### src/rtl/serial_adder_pkg.sv
// Shared state encoding and helpers for the digit-serial adder.
// Pure definitions: no timing and no flow control.
package serial_adder_pkg;

    typedef enum logic [1:0] {
        ST_IDLE = 2'd0,
        ST_RUN  = 2'd1,
        ST_DONE = 2'd2
    } state_t;

    // Counter width for WIDTH/DIGIT digit steps. A single step still needs a 1-bit counter.
    function automatic int cnt_width(input int width, input int digit);
        int n;
        n = (digit >= 1) ? width / digit : 1;
        return ($clog2(n) < 1) ? 1 : $clog2(n);
    endfunction

    // One full-adder cell. The result is {carry_out, sum}.
    function automatic logic [1:0] full_add(input logic x, input logic y, input logic c);
        return {(x & y) | (c & (x ^ y)), x ^ y ^ c};
    endfunction

endpackage

### src/rtl/adder_slice.sv
// Combinational DIGIT-bit ripple adder built from full-adder cells. Zero latency.
// No backpressure: the outputs follow the inputs in the same cycle.
module adder_slice
    import serial_adder_pkg::*;
#(
    parameter int DIGIT = 1
) (
    input  logic [DIGIT-1:0] a_d,
    input  logic [DIGIT-1:0] b_d,
    input  logic             ci,
    output logic [DIGIT-1:0] s_d,
    output logic             co,
    output logic             c_msb
);

    logic [DIGIT:0] c;
    logic [1:0]     fa;

    always_comb begin
        c    = '0;
        s_d  = '0;
        fa   = '0;
        c[0] = ci;
        for (int i = 0; i < DIGIT; i++) begin
            fa       = full_add(a_d[i], b_d[i], c[i]);
            s_d[i]   = fa[0];
            c[i+1]   = fa[1];
        end
    end

    assign co    = c[DIGIT];
    // c_msb is the carry into the top bit of the slice. It is used for signed overflow.
    assign c_msb = c[DIGIT-1];

endmodule

### src/rtl/serial_adder.sv
// Digit-serial adder: WIDTH/DIGIT RUN cycles, with out_valid WIDTH/DIGIT+1 cycles after accept. SERIAL_ADDER_SUB_EN adds the sub port.
// Backpressure: in_ready stays low from accept until the result handshake completes, and the result is held while out_ready=0.
module serial_adder
    import serial_adder_pkg::*;
#(
    parameter int WIDTH = 8,
    parameter int DIGIT = 1
) (
    input  logic             clk,
    input  logic             rst,
    input  logic             in_valid,
    output logic             in_ready,
    input  logic [WIDTH-1:0] a,
    input  logic [WIDTH-1:0] b,
    input  logic             cin,
`ifdef SERIAL_ADDER_SUB_EN
    input  logic             sub,
`endif
    output logic             out_valid,
    input  logic             out_ready,
    output logic [WIDTH-1:0] sum,
    output logic             cout,
    output logic             ovf
);

    localparam int DIG_SAFE = (DIGIT >= 1) ? DIGIT : 1;
    localparam int N_DIG    = WIDTH / DIG_SAFE;
    localparam int CNT_W    = cnt_width(WIDTH, DIGIT);
    localparam logic [CNT_W-1:0] CNT_LAST = CNT_W'(N_DIG - 1);

    if (DIGIT < 1 || WIDTH < 1 || (WIDTH % DIG_SAFE) != 0) begin : g_bad_params
        $error("serial_adder: DIGIT (%0d) must be >= 1 and divide WIDTH (%0d)", DIGIT, WIDTH);
    end

    state_t           state;
    logic [WIDTH-1:0] a_sr;
    logic [WIDTH-1:0] b_sr;
    logic [WIDTH-1:0] sum_sr;
    logic [WIDTH-1:0] sum_nxt;
    logic             carry;
    logic [CNT_W-1:0] cnt;

    logic [DIGIT-1:0] s_d;
    logic             co;
    logic             c_msb;

    logic [WIDTH-1:0] b_in;
    logic             cin_in;

`ifdef SERIAL_ADDER_SUB_EN
    // Subtraction is a + ~b + (cin^sub), so B is inverted once at accept time.
    assign b_in   = sub ? ~b : b;
    assign cin_in = cin ^ sub;
`else
    assign b_in   = b;
    assign cin_in = cin;
`endif

    adder_slice #(.DIGIT(DIGIT)) u_slice (
        .a_d   (a_sr[DIGIT-1:0]),
        .b_d   (b_sr[DIGIT-1:0]),
        .ci    (carry),
        .s_d   (s_d),
        .co    (co),
        .c_msb (c_msb)
    );

    // New digits enter at the MSB end. After N_DIG steps the LSB digit is at bit 0.
    assign sum_nxt = (sum_sr >> DIGIT) | (WIDTH'(s_d) << (WIDTH - DIGIT));

    always_ff @(posedge clk) begin
        if (rst) begin
            state     <= ST_IDLE;
            in_ready  <= 1'b1;
            out_valid <= 1'b0;
            sum       <= '0;
            cout      <= 1'b0;
            ovf       <= 1'b0;
            cnt       <= '0;
            carry     <= 1'b0;
            a_sr      <= '0;
            b_sr      <= '0;
            sum_sr    <= '0;
        end else begin
            case (state)
                ST_IDLE: begin
                    if (in_valid && in_ready) begin
                        a_sr     <= a;
                        b_sr     <= b_in;
                        carry    <= cin_in;
                        cnt      <= '0;
                        sum_sr   <= '0;
                        in_ready <= 1'b0;
                        state    <= ST_RUN;
                    end
                end
                ST_RUN: begin
                    a_sr   <= a_sr >> DIGIT;
                    b_sr   <= b_sr >> DIGIT;
                    sum_sr <= sum_nxt;
                    carry  <= co;
                    cnt    <= cnt + 1'b1;
                    if (cnt == CNT_LAST) begin
                        sum       <= sum_nxt;
                        cout      <= co;
                        ovf       <= co ^ c_msb;
                        out_valid <= 1'b1;
                        state     <= ST_DONE;
                    end
                end
                ST_DONE: begin
                    if (out_valid && out_ready) begin
                        out_valid <= 1'b0;
                        in_ready  <= 1'b1;
                        state     <= ST_IDLE;
                    end
                end
                default: begin
                    out_valid <= 1'b0;
                    in_ready  <= 1'b1;
                    state     <= ST_IDLE;
                end
            endcase
        end
    end

    a_hold_result: assert property (@(posedge clk) disable iff (rst)
        (out_valid && !out_ready) |=> (out_valid && $stable(sum) && $stable(cout) && $stable(ovf)));

    a_one_side: assert property (@(posedge clk) disable iff (rst) !(in_ready && out_valid));

endmodule

### config.mk
export PLATFORM = sky130hd
export DESIGN_NAME = serial_adder
export DESIGN_NICKNAME = d
export VERILOG_FILES = /design/src/rtl/serial_adder_pkg.sv /design/src/rtl/adder_slice.sv /design/src/rtl/serial_adder.sv
export SDC_FILE = /design/constraint.sdc
export NUM_CORES = 1
export LEC_CHECK = 0
export CORE_MARGIN = 4
export CORE_UTILIZATION = 46
export DETAILED_ROUTE_END_ITERATION = 16
export GPL_TIMING_DRIVEN = 0
export PLACE_DENSITY_LB_ADDON = 0.12
export SKIP_CTS_REPAIR_TIMING = 1
export SYNTH_ARGS = -nofsm -noshare
export SYNTH_HDL_FRONTEND = slang
export SYNTH_SLANG_ARGS = --single-unit
### constraint.sdc
create_clock -name clk -period 1.25 [get_ports clk]
set_input_delay 0.3125 -clock clk [delete_from_list [all_inputs] [get_ports clk]]
set_output_delay 0.3125 -clock clk [all_outputs]
set_load 0.01 [all_outputs]
Word level (Yosys, flattened, before mapping). Cells that the tools add are included.

Bits in registers: 42. Bits of input ports: 21. Output and inout bits: 12. Word-level logic and storage cells: 56.

$add $sub $neg: 1. Equal/unequal tests: 6. Muxes and demuxes: 20. Bitwise logic cells: 9. Reduce and logical (&&, ||, !) cells: 9.

Operators by type and width (count): 8-bit one-hot mux with 2 select lines (3); 8-bit two-way mux (3); 3-bit AND reduction (3); 7-bit by 8-bit OR with 8-bit output (1); 2-bit two-way mux (3); 2-bit != test (second input constant) (3); 1-bit one-hot mux with 3 select lines (2); 2-bit one-hot mux with 3 select lines (1); 3-bit one-hot mux with 2 select lines (1); 1-bit two-way mux (5); 2-bit AND reduction (2); 3-bit by 1-bit adder with 3-bit output (second input constant) (1); 3-bit == test (second input constant) (1); 3-bit two-way mux (1); 1-bit bitwise XOR (3); 1-bit bitwise AND (2); 2-bit by 1-bit == test with 1-bit output (second input constant) (1); 2-bit == test (second input constant) (1); 1-bit logical AND (2); 2-bit logical NOT (1); 1-bit NOT (2); 1-bit one-hot mux with 2 select lines (1); 2-bit nonzero test (1); 1-bit OR (1).

Longest topological paths before layout. Gate-level depths: netlist of the first run.

Depth after elaboration: 4. Depth in mapped cells: 6.

Cells and area by module. From an unflattened synthesis of the first run, not the netlist that was laid out.

Cell total of the unflattened synthesis: 203. Area, all modules: 1801.7 sq um.

Modules (own cells, without submodules): serial_adder (instances 1, cells an instance 201, area an instance 1774.2 sq um, sequential area each 820.8 sq um); adder_slice (instances 1, cells an instance 2, area an instance 27.5 sq um, sequential area each 0.0 sq um).

Worst setup path before layout of the first run. No wires, ideal clock.

Path kind: reg-to-reg. Start point: register cnt[0]. End point: register ovf. Arrival time: 1.188 ns. Required time: 1.164 ns. Path slack: -0.024 ns. Stages on the path, launching flop included: 6. Buffers on the path: 1. Period minus slack after synthesis: 1.274 ns. Path through: dfxtp_1 -> ha_1 -> ha_1 -> and3b_1 -> buf_2 -> a211oi_1.

Cells in the longest elaborated chain, start to end: 2.

Ends and longest elaborated chain: start, declared (line serial_adder.sv:41) `logic [CNT_W-1:0] cnt;`; start signal, assigned (line serial_adder.sv:102) `cnt <= cnt + 1'b1;`; 3-bit == test (line serial_adder.sv:103) `if (cnt == CNT_LAST) begin`; 2-bit AND reduction (no source line); end signal, assigned (line serial_adder.sv:106) `ovf <= co ^ c_msb;`; end, declared (line serial_adder.sv:23) `output logic ovf`.

No other way between the ends. A chain may end at the register's enable or synchronous reset.

Final worst setup path of the first run.
Start point: register cnt[1]. End point: register sum[7].

Cells in the longest elaborated chain, start to end: 2.

Ends and longest elaborated chain: 3-bit == test (line serial_adder.sv:103); 2-bit AND reduction (no source line); end signal, assigned (line serial_adder.sv:104) `sum <= sum_nxt;`; end, declared (line serial_adder.sv:21) `output logic [WIDTH-1:0] sum,`.

No other way between the ends.

==> results of run 1 <==
worst max-delay path: cells and delay by family, from the launching register on:
family                   cells  cell delay, ns
adder cells (fa/ha/maj)      2            0.32
AO/OA/AOI/OAI                1            0.05
buffers and inverters        1            0.15
AND/OR/NAND/NOR              2            0.29
flip-flops                   1            0.34
area by class of cell:
class                      count  share of cell area
inverter                       4             0.00568
clock buffer                   7              0.0327
tap                           48              0.0227
timing repair buffer          42               0.162
sequential                    41               0.314
buffer                        17              0.0554
multi-input combinational    141               0.397
clock inverter                 1              0.0114
metrics by stage:
step / power (mW) / cell area [sq um] / setup slack, ns / util / std cells
4_1_cts: 3.12 / 2290 / -0.393 / 0.616 / 290
6_report: 3.25 / 2640 / -0.0372 / 0.711 / 301
2_1_floorplan: 1.86 / 1800 / 0.0110 / - / 203
3_5_place_dp: 2.03 / 2170 / -0.492 / 0.585 / 282
3_3_place_gp: 2.02 / 2170 / -0.501 / 0.585 / 282
5_1_grt: 3.40 / 2640 / -0.0996 / 0.711 / 301
Yosys cell counts:
cell      count
inv_1         4
nor2_1        3
a211o_1       1
o21ba_2      15
and2b_1       1
buf_6         3
buf_2         7
nand2_1      59
dfxtp_1      41
a211oi_1      1
and4bb_2      1
o32ai_1       1
clkbuf_1      4
nand3_1       1
and3b_1       1
o32a_1        1
nand3b_1      1
o21ai_0       7
a21oi_4       1
and3_1        1
a21oi_1      19
ha_1          2
or2b_1        1
or3_1         1
fa_1          1
a311oi_1     15
o22ai_1       4
xnor2_1       1
mux2i_1       1
o31a_1        1
buf_4         3
routing by layer:
metal  wire length [um]  track usage
met3                229       0.0417
met1               2070        0.238
met5                  0            0
met2               2130        0.277
met4                 95       0.0638
worst paths after layout:
check,cells after the start,slack [ns],endpoint,from
setup / recovery,6,-0.04,sum[7],cnt[1]
hold / removal,2,0.47,sum[6],sum[6]
setup reg to reg,6,-0.04,sum[7],cnt[1]
hold reg to reg,2,0.47,sum[6],sum[6]
power breakdown:
group | internal (mW) | switching [mW]
registers | 1.40 | 0.0592
clock network | 0.651 | 0.452
logic | 0.376 | 0.315
sequential cells by signal (all words and copies together) (netlist names), 2 cells and up:
signal and flops:
a_sr 8, b_sr 8, cnt 3, state 2, sum 8, sum_sr 7
cells by family after synthesis:
family          Yosys count
compound gates           66
xor+xnor                  1
fa+ha+maj                 3
buf+inv                  21
flops                    41
mux                       1
simple gates             70
==> impl_metrics.tcl, run 1 <==
set metrics [dict create \
    startpoint_type "flip-flop" \
    violations "setup timing" \
    synth-xor-area-share 0.00487 \
    synth.area.top_cells "dfxtp_1, nand2_1, o21ba_2" \
    synth_top_family_by_area "compound AO/OA/AOI/OAI gates" \
    fp-row-count 22 \
    finalSetupTns_ns -0.301 \
    setup_ws_ns -0.0372 \
    power.leakage_nw 1.22 \
    holdCritPathClass "reg -> reg" \
    path_cells "ha_4 > ha_4 > and3b_2 > buf_6 > nand2_4 > a21oi_2" \
    slew_viol_final 0 \
    crit_fanout 5 \
    antenna_found_initial 0 \
    gp_congestion 0.764 \
    maxCapViolCount 0 \
    grt_usage 0.178 \
    io_buffer_count 31 \
    start_util 0.484 \
    peakVddDrop_uv 816 \
    crit_path_end_kind "flip-flop" \
    htree_num_levels 2 \
    required_ns 1.41 \
    cts_tree "done" \
    whs_ns 0.466 \
    syn2layout_area_growth_pct 47.0 \
    slew_headroom 0.503 \
    drive_above_1_share 0.360 \
    die_y_um 70.5 \
    fmax_ghz 0.777 \
    hold_viol 0 \
    rsz0062_at_grt "true" \
    coreArea_sq_mm 0.00372 \
    path_common_cell "ha_4" \
    final_cell_mix "nand2_1, dfxtp_1, clkdlybuf4s50_1" \
    synth_top_cell_by_area "dfxtp_1" \
    netlist_area_sq_mm 0.00180 \
    power_density_mw_per_mm2 1230 \
    final-setup-viol-count 11 \
    worstSkewPairLatency_ns 0.30 \
    cts.path.max_buffers 2 \
    syn_avg_cell_area_sq_um 8.85 \
    max_stage_delay_ns 0.34 \
    min_period_ns 1.29 \
    outcome "complete, but fails checks" \
    vias 1641 \
    yosys_warnings 0 \
    grt_pass1_wl_mm 7.09 \
    fin_skew_ns 0.00795 \
    grt_overflow 0 \
    die_w_um 70.5 \
    netlist_instances 203 \
    final_common_cell "nand2_1" \
    cts-root-buf "clkbuf_8" \
    synth_sequential_area_ratio 0.457 \
    diodes 0 \
    first_pass_iters 4 \
    worstPathArrival_ns 1.45 \
    drtIter0Drc 121 \
    wirelength_mm 4.53 \
    multi_input_area_sq_mm 0.00105 \
    crit_path_top_delay_cell "dfxtp_2" \
    dp_hpwl_mm 2.85 \
    cts_inserted_buffers 5 \
    route.detailed.drc 0 \
    wl_per_cell_um 15.0 \
    seq_area_sq_um 828 \
    dieArea_sq_mm 0.00497 \
    netlist-cell-type-count 31 \
    clkSinkCount 41 \
    synthAdderAreaFrac 0.0251 \
    synthMuxAreaShare 0.00557 \
    worst-setup-path-type "reg -> reg" \
    synth-compound-area-share 0.276 \
    fillers 280 \
    pin_count 33 \
    via_per_inst 5.45 \
    synth_top_cell_area_share 0.457 \
    worstMarginPinSlew_ns 0.746 \
    synthSimpleGateAreaFrac 0.164 \
    postSynthNetCount 227 \
    final_nets 276 \
    timing.final.crit_share 1.03 \
    grt_pass1_vias 1521 \
    grt_max_degree 13 \
    clk_pin_slew_ns 0.08 \
    ant_nets 0 \
    synth_seq_cells 41 \
]
No activity file was read; power rests on OpenSTA's default activity.
==> inputs of run 2 (changes only) <==
CORE_UTILIZATION = 55   (was 46)
DONT_BUFFER_PORTS = 1   (was default)
==> run 2 against run 1 <==
  * The flow still finishes with violations (setup timing)
  * Setup slack lost 0.016 ns
  * Highest routed layer unchanged
  * Clock-buffer cell count shrank 1
  * Register-to-register slack lost 0.02 ns
  * Critical path depth is the same
  * Sequential power is essentially flat
  * Combinational power shrank 13%
==> impl_metrics.tcl, run 2 (synthesized netlist as in run 1, its figures left out) <==
set metrics [dict create \
    coreArea_sq_mm 0.00308 \
    wl_per_cell_um 16.2 \
    min_period_ns 1.30 \
    fp-row-count 20 \
    dp_hpwl_mm 2.72 \
    htree_num_levels 2 \
    fmax_ghz 0.767 \
    reg.largest.list "a_sr x8, b_sr x8, sum x8" \
    die_y_um 65.2 \
    die_w_um 65.2 \
    crit_fanout 4 \
    first_pass_iters 4 \
    rsz0062_at_grt "true" \
    drtIter0Drc 83 \
    multi_input_area_sq_um 948 \
    grt_overflow 0 \
    ant_nets 0 \
    seq_area_sq_um 828 \
    pre_cts_slack_ns -0.148 \
    diodes 0 \
    worstPathArrival_ns 1.53 \
    final_nets 242 \
    fin_area_sq_mm 0.00211 \
    route.detailed.drc 0 \
    required_ns 1.48 \
    drive_above_1_share 0.297 \
    outcome "complete, but fails checks" \
    pin_count 33 \
    violations "setup timing" \
    power_density_mw_per_mm2 1280 \
    grt_usage 0.194 \
    crit_path_end_kind "flip-flop" \
    cts_inserted_buffers 5 \
    worstSkewPairLatency_ns 0.35 \
    holdCritPathClass "in -> reg" \
    cts.path.max_buffers 2 \
    syn2layout_area_growth_pct 17.3 \
    startpoint_type "flip-flop" \
    wirelength_mm 4.26 \
    clkSinkCount 41 \
    final_cell_mix "nand2_1, dfxtp_1, a21oi_1" \
    hold_viol 0 \
    final-setup-viol-count 11 \
    worstMarginPinSlew_ns 0.578 \
    via_per_inst 5.80 \
    cts-root-buf "clkbuf_4" \
    grt_max_degree 13 \
    grt_pass1_vias 1447 \
    grt_pass1_wl_mm 6.38 \
    antenna_found_initial 0 \
    timing.final.crit_share 1.04 \
    worst-setup-path-type "reg -> reg" \
    power.leakage_nw 0.740 \
    vias 1526 \
    clk_pin_slew_ns 0.12 \
    cts_tree "done" \
    slew_viol_final 0 \
    fin_skew_ns 0.00621 \
    fillers 243 \
    gp_congestion 0.852 \
    maxCapViolCount 0 \
    peakVddDrop_uv 872 \
    io_buffer_count 0 \
    slew_headroom 0.615 \
    dieArea_sq_mm 0.00425 \
    start_util 0.584 \
    placed_area_sq_mm 0.00186 \
    final_common_cell "nand2_1" \
    whs_ns 0.0880 \
    setup_ws_ns -0.0537 \
]
## run 2: changes by cell type in the layout (fill, tap and decap cells not counted), sizes merged
cell,previous run,this run
bufinv,1,0
clkbuf,12,10
buf,23,21
clkdlybuf4s50,18,0
dlymetal6s2s,13,0
clkinv,0,2
## run 2: area by class of cell
class,count,area share
buffer,17,0.0718
clock buffer,6,0.0196
clock inverter,2,0.00475
inverter,4,0.00712
multi-input combinational,141,0.450
sequential,41,0.393
tap,44,0.0261
timing repair buffer,8,0.0279
## run 2: critical path, cell delays in order, from the launching register on
cell and delay, ns:
dfxtp_2 0.36, ha_4 0.16, ha_4 0.16, and3b_2 0.22, buf_4 0.13, nor2_1 0.09, a211oi_1 0.06
## run 2: stage by stage
stage               cells  utilization  power (mW)  setup TNS (ns)
finish                263        0.685        2.71          -0.293
global route          263        0.685        2.85          -0.887
CTS                   255        0.620        2.57           -3.09
detailed placement    247        0.603        1.95           -2.31
global placement      247        0.603        1.93           -1.62
floorplan             203            -        1.86               0
## run 2: path summary, 6_finish.rpt
check             from  endpoint  slack [ns]  cells after the start
min               b[7]   b_sr[7]        0.09                      2
min reg2reg  sum_sr[4]    sum[3]        0.46                      2
max reg2reg     cnt[0]       ovf       -0.05                      6
max             cnt[0]       ovf       -0.05                      6
## run 2: where the power goes
part / switching, mW / internal (mW) / leakage, nW
Sequential: 0.0642 / 1.40 / 0.336
Clock: 0.431 / 0.215 / 0.0320
Combinational: 0.290 / 0.307 / 0.371
## run 2: routing by layer
| layer | wire, um | global-route usage | up-vias |
|---|---|---|---|
| li1 | - | - | 743 |
| met2 | 2080 | 0.314 | 42 |
| met3 | 228 | 0.0513 | 11 |
| met5 | 0 | 0 | - |
| met4 | 55 | 0.0829 | 0 |
| met1 | 1890 | 0.244 | 730 |
==> inputs of run 3 (changes only) <==
CTS_CLUSTER_DIAMETER = 150   (was default)
SETUP_SLACK_MARGIN = 0.02   (was default)
SLEW_MARGIN = 5   (was default)
==> run 3 against run 2 <==
  * The run still ends with setup timing left
  * Worst hold slack better by 0.0023 ns
  * Clock power decreased by 2%
  * Highest routed layer unchanged
  * Die area did not move
  * First-iteration DRC count down 42%
  * Routed wire length decreased by 0.31%
  * Clock skew increased by 0.0022 ns
  * Global-route usage increased by 0.87 points
  * Final cell count rose by 0.76%
  * Register-to-register slack better by 0.05 ns
  * Sequential share of layout area decreased by 1.5 points
  * Combinational power rose by 5.0%
==> impl_metrics.tcl, run 3 (synthesized netlist as in run 1, its figures left out) <==
set metrics [dict create \
    fillers 240 \
    wl_per_cell_um 16.0 \
    grt_overflow 0 \
    reg2reg_depth 6 \
    via_per_inst 5.66 \
    power_density_mw_per_mm2 1240 \
    antenna_found_initial 0 \
    reg2reg_setup_slack_ns -0.002 \
    seq_area_sq_um 831 \
    dieArea_sq_mm 0.00425 \
    final_cell_mix "nand2_1, dfxtp_1, o21ba_2" \
    grt_max_degree 12 \
    fmax_ghz 0.799 \
    finalSetupTns_ns -0.00151 \
    wirelength_mm 4.24 \
    fin_area_sq_mm 0.00220 \
    final_common_cell "nand2_1" \
    die_w_um 65.2 \
    holdCritPathClass "in -> reg" \
    crit_path_end_kind "flip-flop" \
    clk_pin_slew_ns 0.11 \
    r2r_start "cnt[0]" \
    pin_count 33 \
    multi_input_area_sq_mm 0.00102 \
    crit_start "cnt[0]" \
    cellInternalPower_mw 1.95 \
    maxCapViolCount 0 \
    power.leakage_nw 0.777 \
    crit_fanout 5 \
    p_switching_uw 780 \
    hold_viol 0 \
    r2r_end "sum[1]" \
    cts.path.max_buffers 2 \
    syn2layout_area_growth_pct 22.5 \
    die_y_um 65.2 \
    power.share.combinational 0.230 \
    min_period_ns 1.25 \
    violations "setup timing" \
    setup_ws_ns -0.00151 \
    route.detailed.drc 0 \
    final-setup-viol-count 1 \
    cts_tree "done" \
    coreArea_sq_mm 0.00308 \
    swShare 0.286 \
    outcome "complete, but fails checks" \
    worstPathArrival_ns 1.47 \
    pwr-share-clk 0.232 \
    min-delay-start "a[7]" \
    ant_nets 0 \
    final_nets 244 \
    worstSkewPairLatency_ns 0.35 \
    dp_hpwl_mm 2.74 \
    slew_viol_final 0 \
    cts-root-buf "clkbuf_4" \
    placed_area_sq_mm 0.00186 \
    drtIter0Drc 48 \
    grt_pass1_vias 1411 \
    pwr-share-seq 0.538 \
    worstMarginPinSlew_ns 0.688 \
    slew_headroom 0.542 \
    htree_num_levels 2 \
    fin_skew_ns 0.00841 \
    vias 1501 \
    startpoint_type "flip-flop" \
    clkSinkCount 41 \
    setup.worst_path.end "sum[1]" \
    drive_above_1_share 0.398 \
    pre_cts_slack_ns -0.164 \
    io_buffer_count 0 \
    reg.largest.list "a_sr x8, b_sr x8, sum x8" \
    cts_inserted_buffers 5 \
    fp-row-count 20 \
    diodes 0 \
    rsz0062_at_grt "true" \
    whs_ns 0.0903 \
    timing.final.crit_share 1.00 \
    worst-setup-path-type "reg -> reg" \
    grt_pass1_wl_mm 6.55 \
    start_util 0.584 \
    peakVddDrop_uv 806 \
    first_pass_iters 4 \
    required_ns 1.47 \
    gp_congestion 0.810 \
    grt_usage 0.203 \
]
-- run 3: changes by cell type in the layout (fill, tap and decap cells not counted), moves of 2 or more --
cell	before	now
dfxtp_2	3	5
a21oi_2	0	5
nand2_1	58	44
clkbuf_1	5	7
dfxtp_1	37	35
nand2_4	0	2
nand2_2	1	13
clkinv_2	2	0
a21oi_1	19	14
-- run 3: power groups by stage --
| stage | clock, mW | combinational, mW | sequential, mW |
|---|---|---|---|
| floorplan | 0 | 0.390 | 1.47 |
| global placement | 0 | 0.453 | 1.48 |
| detailed placement | 0 | 0.472 | 1.48 |
| CTS | 0.648 | 0.474 | 1.45 |
| global route | 0.705 | 0.680 | 1.48 |
| finish | 0.633 | 0.627 | 1.47 |
-- run 3: how the worst min path moves through the flow --
| stage | depth (start not counted) | end | slack, ns |
|---|---|---|---|
| global placement | 2 | sum[0] | 0.44 |
| CTS | 2 | a_sr[7] | 0.09 |
| detailed placement | 2 | sum[0] | 0.45 |
| floorplan | 2 | sum[0] | 0.43 |
| finish | 2 | a_sr[7] | 0.09 |
| global route | 2 | a_sr[7] | 0.09 |
-- run 3: critical path: stages (launching register included) --
cell and delay (ns):
dfxtp_2 0.35, ha_4 0.16, ha_4 0.15, and3b_2 0.22
buf_6 0.14, nand2_1 0.06, a21oi_1 0.05
-- run 3: layout make-up --
type	instances	share of cell area
plain buffers	17	0.0716
inverters	4	0.00682
clock buffers	8	0.0222
multi-input cells	141	0.463
flip-flops and latches	41	0.377
well taps	44	0.0250
repair buffers	10	0.0341
-- run 3: per-stage QoR --
stage | power [mW] | utilization | instances
floorplan | 1.86 | - | 203
global placement | 1.93 | 0.604 | 247
detailed placement | 1.95 | 0.604 | 247
CTS | 2.58 | 0.620 | 255
global route | 2.87 | 0.715 | 265
finish | 2.73 | 0.715 | 265
-- run 3: routing by layer --
metal	vias to the layer above	track usage	wire, um
li1	749	-	-
met1	708	0.249	1990
met2	36	0.328	1930
met3	8	0.0684	253
met4	0	0.0777	74
met5	-	0	0
==> RTL edit (flow settings as in run 2) <==
Reset style: asynchronous (`rst`), changed in one clocked block.
--- a/src/rtl/serial_adder.sv
+++ b/src/rtl/serial_adder.sv
@@ -69,5 +69,5 @@
     assign sum_nxt = (sum_sr >> DIGIT) | (WIDTH'(s_d) << (WIDTH - DIGIT));
 
-    always_ff @(posedge clk) begin
+    always_ff @(posedge clk or posedge rst) begin
         if (rst) begin
             state     <= ST_IDLE;
Formal check against the unedited RTL: differs if rst is asserted again (counterexample within 4 cycles, from zero or initial values and one cycle with rst high); with rst held inactive, the same outputs for 10 cycles.
==> RTL edit against run 2 <==
Via count is 21% lower; wire length down 13%; sequential cell count unchanged; largest cell class is now flip-flops and latches; the flow finishes with violations (negative hold slack, negative setup slack); design area up 6.9%; sequential share of layout area rose by 6.3 points; fmax shrank 14%; area after synthesis rose by 2.1%; setup slack lost 0.22 ns; clock skew increased by 0.0058 ns; core utilization rose by 3.5 points.
Power is not compared: it rests on default switching activity, and its combinational part moved more than twofold at a synthesized area within 25%.
==> RTL edit: results (changes against run 2) <==
* Status: finished with violations
* Failing checks: negative hold slack, negative setup slack
* Aggregate global-route resource usage at 17.70% (-1.7 points)
* R2R cell count at 5 (-1)
* CP startpoint: in_ready
* Layout cell share with drive strength beyond 1 at 36.69% (+7.0 points)
* Hold Fails Final Rpt at 36 (+36)
* Setup slack after placement at -0.2619 ns (-0.1140 ns)
* Critical-path top delay cell: dfstp_2
* Slew @ Worst Pin at 0.8469 ns (+0.2691 ns)
* # setup viols final at 37 (+26)
* WL met1 at 1527 um (-19%)
* CP endpoint: sum_sr[5]
* DP Cell Count at 195 (-21%)
* Crit-path max cell delay at 0.65 ns (+0.29 ns)
* WL/cell at 17.34 um (+7.2%)
* Smallest hold slack at -0.02352 ns (-0.1115 ns)
* DR vias at 1213 (-21%)
* Yosys cell types at 25 (-19%)
* Vias in the first global route at 1263 (-13%)
* Metal3 WL at 196 um (-14%)
* M1 GR Usage at 20.74% (-3.6 points)
* Metal2 WL at 1933 um (-7.2%)
* GR met2 Demand/Resource at 30.04% (-1.4 points)
* Post-route setup slack at -0.2688 ns (-0.2151 ns)
RTL edit: cell types whose count changed after synthesis, sizes merged, moves of 10 or more:
cell    change
a311oi     -15
dfxtp      -41
mux2i      +14
nand2      -53
a21oi      -13
o21ai      +28
o21ba      -15
mux2       +10
dfrtp      +40
RTL edit: cell type report:
type                       count  area, um^2
clock inverter                 1       5.005
timing repair buffer          10       117.6
sequential                    41        1027
clock buffer                   7       65.06
tap                           44       55.05
buffer                        12       117.6
fill                         229       874.6
multi-input combinational     96       854.6
inverter                       2       11.26
RTL edit: cells by family (layout without fill, tap and decap cells):
family | count (synthesis) | after routing | share of synthesized area (%)
flops | 41 | 41 | 56.00
mux | 25 | 25 | 14.32
xor+xnor | 1 | 1 | 0.4776
fa+ha+maj | 3 | 3 | 2.455
buf+inv | 14 | 32 | 5.115
simple gates | 15 | 15 | 5.185
compound gates | 52 | 52 | 16.44
